==> src/rtl/credit_fifo.sv <==
// Credit-managed receive buffer for the tail of a fixed-latency pipeline.
// Credits reserve a slot per launched operation; results drain in order over valid/ready.
module credit_fifo #(
    parameter int WIDTH = 8,
    parameter int DEPTH = 4,
    localparam int CW = $clog2(DEPTH + 1)
) (
    input  logic             clk,
    input  logic             reset_n,
    output logic             issue_ready,
    input  logic             issue,
    input  logic             in_valid,
    input  logic [WIDTH-1:0] in_data,
    output logic             out_valid,
    input  logic             out_ready,
    output logic [WIDTH-1:0] out_data,
    output logic [CW-1:0]    credits,
    output logic             overflow
);

    localparam int AW = $clog2(DEPTH);
    localparam logic [CW-1:0] FULL = CW'(DEPTH);

    logic [WIDTH-1:0] mem_q [DEPTH];
    logic [AW-1:0]    rd_ptr_q, rd_ptr_d;
    logic [AW-1:0]    wr_ptr_q, wr_ptr_d;
    logic [CW-1:0]    count_q, count_d;
    logic [CW-1:0]    credits_q, credits_d;
    logic             overflow_q, overflow_d;
    logic             take, pop, push;

    always_comb begin
        take       = issue && (credits_q != '0);
        pop        = (count_q != '0) && out_ready;
        // A full buffer can still accept when the head leaves in the same cycle
        push       = in_valid && ((count_q < FULL) || pop);

        rd_ptr_d   = rd_ptr_q;
        wr_ptr_d   = wr_ptr_q;
        count_d    = count_q;
        credits_d  = credits_q;
        overflow_d = overflow_q;

        if (push) wr_ptr_d = wr_ptr_q + AW'(1);
        if (pop)  rd_ptr_d = rd_ptr_q + AW'(1);

        case ({push, pop})
            2'b10:   count_d = count_q + CW'(1);
            2'b01:   count_d = count_q - CW'(1);
            default: count_d = count_q;
        endcase

        // A credit returns only when its result leaves downstream, not on arrival
        case ({take, pop})
            2'b10:   credits_d = credits_q - CW'(1);
            2'b01:   credits_d = credits_q + CW'(1);
            default: credits_d = credits_q;
        endcase

        if (in_valid && !push) overflow_d = 1'b1;
    end

    always_ff @(posedge clk or negedge reset_n) begin
        if (!reset_n) begin
            rd_ptr_q   <= '0;
            wr_ptr_q   <= '0;
            count_q    <= '0;
            credits_q  <= FULL;
            overflow_q <= 1'b0;
        end else begin
            rd_ptr_q   <= rd_ptr_d;
            wr_ptr_q   <= wr_ptr_d;
            count_q    <= count_d;
            credits_q  <= credits_d;
            overflow_q <= overflow_d;
        end
    end

    // Storage needs no reset: occupancy gates every read of it
    always_ff @(posedge clk) begin
        if (push) mem_q[wr_ptr_q] <= in_data;
    end

    assign issue_ready = (credits_q != '0);
    assign out_valid   = (count_q != '0);
    assign out_data    = mem_q[rd_ptr_q];
    assign credits     = credits_q;
    assign overflow    = overflow_q;

endmodule

==> config.mk <==
export PLATFORM = sky130hd
export DESIGN_NAME = credit_fifo
export DESIGN_NICKNAME = d
export VERILOG_FILES = /design/src/rtl/credit_fifo.sv
export SDC_FILE = /design/constraint.sdc
export NUM_CORES = 1
export LEC_CHECK = 0
export ABC_AREA = 0
export CORE_MARGIN = 4
export CORE_UTILIZATION = 50
export CTS_BUF_LIST = sky130_fd_sc_hd__clkbuf_8
export CTS_CLUSTER_SIZE = 12
export DETAILED_ROUTE_END_ITERATION = 7
export MAX_ROUTING_LAYER = met4
export PLACE_DENSITY_LB_ADDON = 0.15
export SYNTH_ARGS = -nofsm -noshare
export SYNTH_HDL_FRONTEND = slang
export SYNTH_SLANG_ARGS = --single-unit
==> constraint.sdc <==
create_clock -name clk -period 2.1 [get_ports clk]
set_clock_uncertainty 0.15 [all_clocks]
set_input_delay 0.315 -clock clk [delete_from_list [all_inputs] [get_ports clk]]
set_output_delay 0.315 -clock clk [all_outputs]
set_load 0.05 [all_outputs]
==> metrics <==
status finished clean; synth warn 0; row count 21; clock root cell clkbuf_8; Final Hold Vio Count 0; Critical Path AT 2.12 ns; DRT Wirelength 2.84 mm; final core area utilization between 60% and 70%; setup TNS 0 ns; layout cell share with drive strength beyond 1 between 30% and 40%; grt ovf 0; Distinct cells, synth 24; fin nets 165; WL met3 approximately 130 um; Pwr Total about 3500 uW; Slowest-stage cell, CP fa_2; crit start category flop; Iter 0 DRT Violations 53; P&R area growth vs syn 33.5%; worst vdd ir between 0.0007 and 0.0008 V; main flop type after synthesis edfxtp_1; Hold WC Path Type in2async; H-tree levels 2; Tcrit/Tclk final roughly 100%; EDFF count, synth 32; Max Cap Viol 0; CTS Sinks 43; f_max roughly 480 MHz; worst-skew pair later-pin latency 0.28 ns; finished layout cell area approximately 2400 um^2; GRT Util Overall 15.2%; total CTS buffers 5; uppermost layer routed met4; sequential area share after synthesis between 60% and 70%; CP Capture Type flop; Max-slew headroom 65.9%; Syn Inst Count 96; antenna-violating nets left 0; Static Leak ~0.00093 uW; Clock transition at path regs 0.08 ns; Pwr Density 1490 nW/um^2; num ports 27; worst r2r path cells 6; DRC 0; RSZ-0062 raised after global routing yes; async set-or-reset flop fraction in the synthesized netlist about a quarter; area of the die around 4600 um^2; fin crit period between 2 and 2.5 ns; Initial Utilization 52.2%; CTS max path bufs 2; Worst-Margin Slew slightly above 0.5 ns; Post-Syn Area per Cell 18.4 um^2; largest net degree at the start of global routing 14; final setup fails 0; Critical Path RT 2.12 ns; antenna cell count 0; Die Span Y 67.5 um; first-pass GRT wire length around 4.7 mm; #FFs+latches synth 43; synthesized area about 1800 um^2; Syn Nets 117; port bufs 26; Core ar. roughly 3400 um^2; FILL cells 227; CTS tree yes; routed length on met2 around 1.4 mm; hold slack around 0.22 ns; vias in the first global route approximately 990; Final HPWL DP between 2 and 2.5 mm; Critical Path Max Stage Delay between 0.4 and 0.5 ns; Placed Area between 2000 and 2500 um^2; GP Congestion 0.830; Slew Limit Fails 0; drt pass-1 iters 4; routed wire length per instance between 10 and 15 um; CP max FO 3; via count 938; worst-path cell chain or3_4 -> and2_4 -> ha_4 -> inv_2 -> fa_2 -> mux2_4; width of the die about 67 um; CP Class reg2reg; initial antenna violation count 0; Vias/cell 4.91; met1 WL ~1.2 mm
==> layout by cell type, fill, tap and decap left out, types with 2 or more instances in the layout <==
cell	instances
clkbuf_8	5
buf_4	24
buf_12	4
nor2_1	2
mux4_2	8
clkdlybuf4s50_1	14
xnor2_1	4
fa_2	2
dfrtp_1	8
inv_1	8
and3_1	4
ha_1	4
dfrtp_2	2
edfxtp_1	32
or3_4	2
nand3_1	2
xor2_1	5
==> layer usage <==
layer  track usage (%)  vias to the layer above
li1                  -                      449
met3              3.99                        5
met5                 -                        -
met4              6.84                        0
met2              24.3                       22
met1              18.2                      462
==> flip-flops by register name (all words and copies together) (netlist names) <==
name and count:
credits 3, rd_ptr_q 2, overflow 1, mem_q 32, count_q 3, wr_ptr_q 2
==> final timing paths <==
check	start	end	slack, ns
min in group clk	out_ready	rd_ptr_q[1]	0.34
max in group asynchronous	reset_n	credits[1]	1.21
worst min-delay path	reset_n	count_q[0]	0.22
worst max-delay path	count_q[0]	credits[1]	0.0006
worst min register to register	overflow	overflow	0.34
worst max register to register	count_q[0]	credits[1]	0.0006
==> repair_timing <==
item                       4_1_cts  5_1_grt
buffers inserted                 0        2
hold endpoints to repair         0        0
gates resized for setup          0        4
pin swaps                        0        5
hold buffers                     0        0
setup endpoints to repair        1        3
==> critical path: cells and delay by family, from the launching register on <==
kind	cells	cell delay, ns
buffers and inverters	1	0.05
adders and majority gates	2	0.58
muxes	1	0.27
and+or+nand+nor	2	0.57
DFF	1	0.38
==> final cells by class <==
class | instances | area [um^2] | area share [%]
repair buffers | 43 | 413 | 17.5
multi-input cells | 43 | 537 | 22.7
clock buffers | 5 | 68.8 | 2.91
clock inverters | 3 | 16.3 | 0.689
flip-flops and latches | 43 | 1240 | 52.5
well taps | 46 | 57.6 | 2.44
inverters | 8 | 30.0 | 1.27
==> where the power goes <==
group          internal (uW)  switching (uW)
combinational            785             983
sequential              1140             129
clock                    227             255
==> per-stage QoR <==
step	std cells	setup slack (ns)
after global placement	181	-0.177
after CTS	189	-0.00742
final	191	0.000625
after detailed placement	181	-0.258
after floorplan	96	-0.127
after global routing	191	-0.0416
==> synth_stat cells, types with 2 or more instances <==
cell type	n	area share, %
ha_1	6	4.2
xor2_1	5	2.5
fa_1	2	2.3
nor2_1	2	0.42
and3_1	4	1.4
dfrtp_1	10	14
mux4_2	8	10
inv_1	8	1.7
nand3_1	2	0.57
edfxtp_1	32	54
xnor2_1	4	2.0
==> cell families after synthesis <==
logic type	after synthesis	synth area share, %
flip-flops	43	69.9
AND/OR/NAND/NOR	14	4.81
buffers and inverters	10	2.19
multiplexers	10	11.4
XOR/XNOR	9	4.46
adder cells (fa/ha/maj)	8	6.51
AO/OA/AOI/OAI	2	0.707
No activity file was read; power rests on OpenSTA's default activity.
